File: src/rtl/ar_access_controller_if.sv
// Request/grant and memory-port bundle shared by the address-register access
// controller and its requesters.
interface ar_access_controller_if #(
  parameter int word_size = 32
);
  logic                 f_req;
  logic [word_size-1:0] f_addr;
  logic                 f_ack;
  logic                 d_req;
  logic [word_size-1:0] d_addr;
  logic                 d_we;
  logic                 d_ack;
  logic [word_size-1:0] ar_data;
  logic                 ar_load;
  logic                 ar_load_i;
  logic                 mem_en;
  logic                 mem_we;
  logic                 mem_ready;
  logic                 busy;
  logic                 err;

  modport master (
    output f_req, f_addr, d_req, d_addr, d_we, mem_ready,
    input  f_ack, d_ack, ar_data, ar_load, ar_load_i, mem_en, mem_we, busy, err
  );

  modport slave (
    input  f_req, f_addr, d_req, d_addr, d_we, mem_ready,
    output f_ack, d_ack, ar_data, ar_load, ar_load_i, mem_en, mem_we, busy, err
  );
endinterface

File: src/rtl/ar_access_controller.sv
// Round-robin fetch/data arbiter that loads the address register and runs one memory access.
// Optional ACCESS timeout with err pulse is enabled by defining AR_TIMEOUT_EN.
module ar_access_controller #(
  parameter int word_size      = 32,
  parameter int timeout_cycles = 16
) (
  input logic                   clock,
  input logic                   reset,
  ar_access_controller_if.slave bus
);

  typedef enum logic [1:0] {IDLE, LOAD, ACCESS, DONE} state_t;

  // Fetch addresses are 20 bits wide; upper bits are forced to zero.
  localparam logic [word_size-1:0] fetch_mask = word_size'(20'hFFFFF);

  state_t state;
  logic   pri;      // 0 = fetch has priority, 1 = data has priority
  logic   win;      // 0 = fetch granted, 1 = data granted
  logic   we_q;
  logic   grant_d;

`ifdef AR_TIMEOUT_EN
  localparam logic [7:0] tlimit = 8'(timeout_cycles - 1);
  logic [7:0] tcnt;
`endif

  always_comb begin
    grant_d = 1'b0;
    if (bus.d_req && (!bus.f_req || pri))
      grant_d = 1'b1;
  end

  always_ff @(posedge clock or negedge reset) begin
    if (!reset) begin
      state         <= IDLE;
      pri           <= 1'b0;
      win           <= 1'b0;
      we_q          <= 1'b0;
      bus.ar_data   <= '0;
      bus.ar_load   <= 1'b0;
      bus.ar_load_i <= 1'b0;
      bus.mem_en    <= 1'b0;
      bus.mem_we    <= 1'b0;
      bus.f_ack     <= 1'b0;
      bus.d_ack     <= 1'b0;
      bus.busy      <= 1'b0;
      bus.err       <= 1'b0;
`ifdef AR_TIMEOUT_EN
      tcnt          <= '0;
`endif
    end else begin
      bus.ar_load   <= 1'b0;
      bus.ar_load_i <= 1'b0;
      bus.f_ack     <= 1'b0;
      bus.d_ack     <= 1'b0;
      bus.err       <= 1'b0;
      case (state)
        IDLE: begin
          if (bus.f_req || bus.d_req) begin
            win           <= grant_d;
            we_q          <= bus.d_we;
            bus.ar_data   <= grant_d ? bus.d_addr : (bus.f_addr & fetch_mask);
            bus.ar_load   <= grant_d;
            bus.ar_load_i <= !grant_d;
            bus.busy      <= 1'b1;
            state         <= LOAD;
          end
        end
        LOAD: begin
          bus.mem_en <= 1'b1;
          bus.mem_we <= win & we_q;
`ifdef AR_TIMEOUT_EN
          tcnt       <= '0;
`endif
          state      <= ACCESS;
        end
        ACCESS: begin
          if (bus.mem_ready) begin
            bus.mem_en <= 1'b0;
            bus.mem_we <= 1'b0;
            bus.f_ack  <= !win;
            bus.d_ack  <= win;
            state      <= DONE;
          end
`ifdef AR_TIMEOUT_EN
          // A ready arriving on the limit cycle wins over the timeout.
          else if (tcnt == tlimit) begin
            bus.mem_en <= 1'b0;
            bus.mem_we <= 1'b0;
            bus.f_ack  <= !win;
            bus.d_ack  <= win;
            bus.err    <= 1'b1;
            state      <= DONE;
          end else begin
            tcnt <= tcnt + 8'd1;
          end
`endif
        end
        DONE: begin
          pri      <= ~pri;
          bus.busy <= 1'b0;
          state    <= IDLE;
        end
        default: state <= IDLE;
      endcase
    end
  end

endmodule

File: src/flat_wrapper.sv
// flat-port wrapper written by rule: the top's interface ports become plain ports
module ar_access_controller_flat 
#(
  parameter int word_size      = 32,
  parameter int timeout_cycles = 16
)
  (clock, reset, bus_f_req, bus_f_addr, bus_d_req, bus_d_addr, bus_d_we, bus_mem_ready, bus_f_ack, bus_d_ack, bus_ar_data, bus_ar_load, bus_ar_load_i, bus_mem_en, bus_mem_we, bus_busy, bus_err);
  ar_access_controller_if #(.word_size(word_size)) bus_i ();
  input logic clock;
  input logic reset;
  input wire logic [$bits(bus_i.f_req)-1:0] bus_f_req;
  input wire logic [$bits(bus_i.f_addr)-1:0] bus_f_addr;
  input wire logic [$bits(bus_i.d_req)-1:0] bus_d_req;
  input wire logic [$bits(bus_i.d_addr)-1:0] bus_d_addr;
  input wire logic [$bits(bus_i.d_we)-1:0] bus_d_we;
  input wire logic [$bits(bus_i.mem_ready)-1:0] bus_mem_ready;
  output wire logic [$bits(bus_i.f_ack)-1:0] bus_f_ack;
  output wire logic [$bits(bus_i.d_ack)-1:0] bus_d_ack;
  output wire logic [$bits(bus_i.ar_data)-1:0] bus_ar_data;
  output wire logic [$bits(bus_i.ar_load)-1:0] bus_ar_load;
  output wire logic [$bits(bus_i.ar_load_i)-1:0] bus_ar_load_i;
  output wire logic [$bits(bus_i.mem_en)-1:0] bus_mem_en;
  output wire logic [$bits(bus_i.mem_we)-1:0] bus_mem_we;
  output wire logic [$bits(bus_i.busy)-1:0] bus_busy;
  output wire logic [$bits(bus_i.err)-1:0] bus_err;
  assign bus_i.f_req = bus_f_req;
  assign bus_i.f_addr = bus_f_addr;
  assign bus_i.d_req = bus_d_req;
  assign bus_i.d_addr = bus_d_addr;
  assign bus_i.d_we = bus_d_we;
  assign bus_i.mem_ready = bus_mem_ready;
  assign bus_f_ack = bus_i.f_ack;
  assign bus_d_ack = bus_i.d_ack;
  assign bus_ar_data = bus_i.ar_data;
  assign bus_ar_load = bus_i.ar_load;
  assign bus_ar_load_i = bus_i.ar_load_i;
  assign bus_mem_en = bus_i.mem_en;
  assign bus_mem_we = bus_i.mem_we;
  assign bus_busy = bus_i.busy;
  assign bus_err = bus_i.err;
  ar_access_controller #(.word_size(word_size), .timeout_cycles(timeout_cycles)) u_core (.clock(clock), .reset(reset), .bus(bus_i));
endmodule
File: config.mk
export PLATFORM = sky130hd
export DESIGN_NAME = ar_access_controller_flat
export DESIGN_NICKNAME = d
export VERILOG_FILES = /design/src/rtl/ar_access_controller_if.sv /design/src/rtl/ar_access_controller.sv /design/src/flat_wrapper.sv
export SDC_FILE = /design/constraint.sdc
export NUM_CORES = 1
export LEC_CHECK = 0
export ABC_AREA = 1
export BUFFER_PORTS_ARGS = -buffer_cell sky130_fd_sc_hd__buf_2
export CAP_MARGIN = 20
export CORE_AREA = 2 2 72 74
export DETAILED_ROUTE_END_ITERATION = 16
export DIE_AREA = 0 0 74 76
export PLACE_DENSITY = 0.89
export REMOVE_ABC_BUFFERS = 1
export SLEW_MARGIN = 25
export SYNTH_ARGS = -nofsm -noshare
export SYNTH_HDL_FRONTEND = slang
export SYNTH_SLANG_ARGS = --single-unit
File: constraint.sdc
create_clock -name clock -period 4.6 [get_ports clock]
set_clock_uncertainty 0.2 [all_clocks]
set_input_delay 0.46 -clock clock [delete_from_list [all_inputs] [get_ports clock]]
set_output_delay 0.46 -clock clock [all_outputs]
set_load 0.005 [all_outputs]
==> key figures <==
Drt
  • WL/cell: between 10 and 15 um
  • DR iter-0 viols: between 60 and 70
  • DR pass1 iterations: 4
  • Final wirelength: around 4800 um
  • DRC viols: 0
  • Routed vias/inst: 4.60
  • Final ANT Viol Nets: 0
  • Vias: about 2000

Yosys
  • EDFF count, synth: 0
  • Synth top area share: between 50% and 60%
  • Seq/Total Area, Yosys: about half
  • Synth cell count leaders: nand2_1, dfrtp_1, nand3_1
  • Most frequent cell after synthesis: nand2_1
  • Post-Syn Instances: between 200 and 300
  • Synth warnings: 0
  • Dominant synthesized flop cell: dfrtp_1
  • Synth top area cells: dfrtp_1, nand2_1, nand3_1
  • Post-synth top area cell: dfrtp_1
  • Synth Register Bits: 44
  • Ys async rst share: between 90% and 100%
  • Mean post-synth cell area: between 7 and 8 um2
  • Netlist cell types: 21
  • Area of the mapped netlist: between 2000 and 2500 um2

Floorplan
  • Chip Height: ~76 um
  • Chip width: between 70 and 80 um
  • Initial Util: ~43%
  • Cell row count: 26
  • Core ar.: 4910 um2
  • Ports: 110
  • Die area: 5620 um2

Clocking
  • Worst skew pair latency: a little under 300 ps
  • Clock root buffer: clkbuf_8
  • Htree depth: 2
  • Reg clk slew, reported paths: ~80 ps
  • CTS tree: done
  • Clk buf depth: 2
  • TritonCTS Buffers: 5
  • Post-CTS Resized: 0
  • Clock sink total: 44

Placement
  • Post-Place Worst Slack: roughly 2100 ps
  • DP HPWL: about 3300 um
  • Routability cong.: ~0.76
  • Number of buffers added on ports: between 90 and 100

Timing
  • Final setup violation count: 0
  • Final Max Slew Viols: 0
  • Fin crit period: between 2000 and 2500 ps
  • Worst relative slew slack: between 30% and 40%
  • Final Hold Fails: 0
  • Setup TNS: 0 ps
  • Final hold slack: between 150 and 200 ps
  • Fin crit share: around half
  • Max Freq: roughly 440 MHz
  • Worst setup margin: between 2000 and 2500 ps
  • Worst Tran Pin Value: about 930 ps
  • RSZ-0062 raised after global routing: false

Power
  • Static leakage: 1.70 nW
  • Psw: between 0.6 and 0.7 mW
  • Peak supply drop: about 0.18 mV
  • Comb pwr share: 40.7%
  • Net Sw Frac: about 38%
  • Int Power: 1.00 mW
  • Tot Pwr: between 1.5 and 2 mW
  • P per Cell Area: just under 600 nW/um2
  • Clock share of power: approximately 18%
  • Flop pwr share: around 40%

Worst setup path
  • Critical Path Start Type: flop
  • CP Class: reg2reg
  • Critical Path End Type: flop
  • Critical path cell sequence: inv_1 -> ha_1 -> o21ai_4 -> inv_2 -> nand3_1 -> nand2_1
  • WP data arrival: about 2300 ps
  • CP Data Required Time: around 4600 ps
  • Crit path max-delay cell type: ha_1
  • Max FO, Critical Path: 36
  • Slowest stage delay, CP: approximately 520 ps

Layout
  • Post-layout util: between 50% and 60%
  • Filler cells: 460
  • Final nets: 436
  • Area Growth Syn to Fin: 28.9%
  • Ant. Diodes: 0
  • Share of cells above drive strength 1: a little under a third

Global routing
  • Tot GR Track Use: between 15 and 20%
  • Global route total overflow: 0
  • Initial antenna violation count: 0
  • Number of global-route vias before repair: 1832
  • First-pass GRT wire length: between 8000 and 9000 um
  • Largest net degree at the start of global routing: 45

Min path
  • Worst min-delay path class: in2reg

Flow run
  • Max_cap viols: 0

Outcome
  • Status: finished clean
==> repair_timing <==
| action | 4_1_cts | 5_1_grt |
|---|---|---|
| hold buffers | 0 | 1 |
| buffers inserted | 0 | 0 |
| endpoints found under the hold margin | 0 | 22 |
==> final cells by class <==
| cell class | instances | area, um2 | area share (%) |
|---|---|---|---|
| Multi-Input combinational cell | 171 | 792 | 28.9 |
| Clock inverter | 3 | 42.5 | 1.55 |
| Sequential cell | 44 | 1100 | 40.1 |
| Timing Repair Buffer | 97 | 493 | 18.0 |
| Tap cell | 70 | 87.6 | 3.19 |
| Inverter | 42 | 158 | 5.75 |
| Clock buffer | 5 | 68.8 | 2.51 |
==> cells in the final DEF (no fill, tap or decap), drive strengths merged <==
master / count
a21oi: 1
buf: 96
bufinv: 1
clkbuf: 5
clkinv: 1
clkinvlp: 1
conb: 1
dfrtp: 44
dlygate4sd3: 1
ha: 5
inv: 42
nand2: 105
nand3: 44
nand4: 5
nor2: 4
o21a: 1
o21ai: 2
or2: 2
xor2: 1
==> stage by stage <==
step / cells / instance area [um2]
floorplan: 257 / 2050
finish: 432 / 2740
detailed placement: 423 / 2620
global route: 432 / 2740
global placement: 423 / 2620
CTS: 431 / 2730
==> flip-flops by register name (all words and copies together) (netlist names) <==
signal	flops
u_core.bus.ar_data	32
u_core.bus.ar_load	1
u_core.bus.ar_load_i	1
u_core.bus.busy	1
u_core.bus.d_ack	1
u_core.bus.f_ack	1
u_core.bus.mem_en	1
u_core.bus.mem_we	1
u_core.pri	1
u_core.state	2
u_core.we_q	1
u_core.win	1
==> final timing paths <==
kind / from / endpoint / slack [ps] / depth (start not counted)
min: bus_d_addr[29] / u_core.bus.ar_data[29] / 160 / 3
min reg2reg: u_core.bus.ar_data[23] / u_core.bus.ar_data[23] / 280 / 2
max in group asynchronous: reset / u_core.bus.ar_data[1] / 3340 / 2
min in group asynchronous: reset / u_core.bus.mem_en / 500 / 2
max reg2reg: u_core.state[0] / u_core.bus.ar_data[1] / 2300 / 6
max: u_core.state[0] / u_core.bus.ar_data[1] / 2300 / 6
==> power by group through the flow <==
stage | registers [mW] | clock network [mW] | logic [mW]
after global routing | 0.687 | 0.320 | 0.755
after floorplan | 0.679 | 0 | 0.358
final | 0.659 | 0.292 | 0.653
after detailed placement | 0.665 | 0 | 0.663
after global placement | 0.661 | 0 | 0.633
after CTS | 0.660 | 0.301 | 0.665
==> worst max-delay path, delay by kind of cell (launching register included) <==
kind                       cells  cell delay [ps]
AOI/OAI and AO/OA              1              400
adders and majority gates      1              520
buffers and inverters          2              480
DFF                            1              420
and+or+nand+nor                2              200
==> cell families after synthesis <==
kind of cell | share of synthesized area, %
AOI/OAI and AO/OA | 1.59
other | 0.176
and+or+nand+nor | 32.1
xor gates and xnor gates | 0.412
DFF | 51.7
buffers and inverters | 11.1
adders and majority gates | 2.94
==> per-layer routing <==
layer / global-route usage [%] / share of wire, % / vias to the layer above
met5: 0 / 0 / -
li1: - / - / 1005
met2: 31.6 / 49 / 72
met1: 21.5 / 43 / 905
met3: 4.37 / 6.5 / 5
met4: 4.00 / 0.84 / 0
Note: power is estimated with default switching activity, not from simulation.
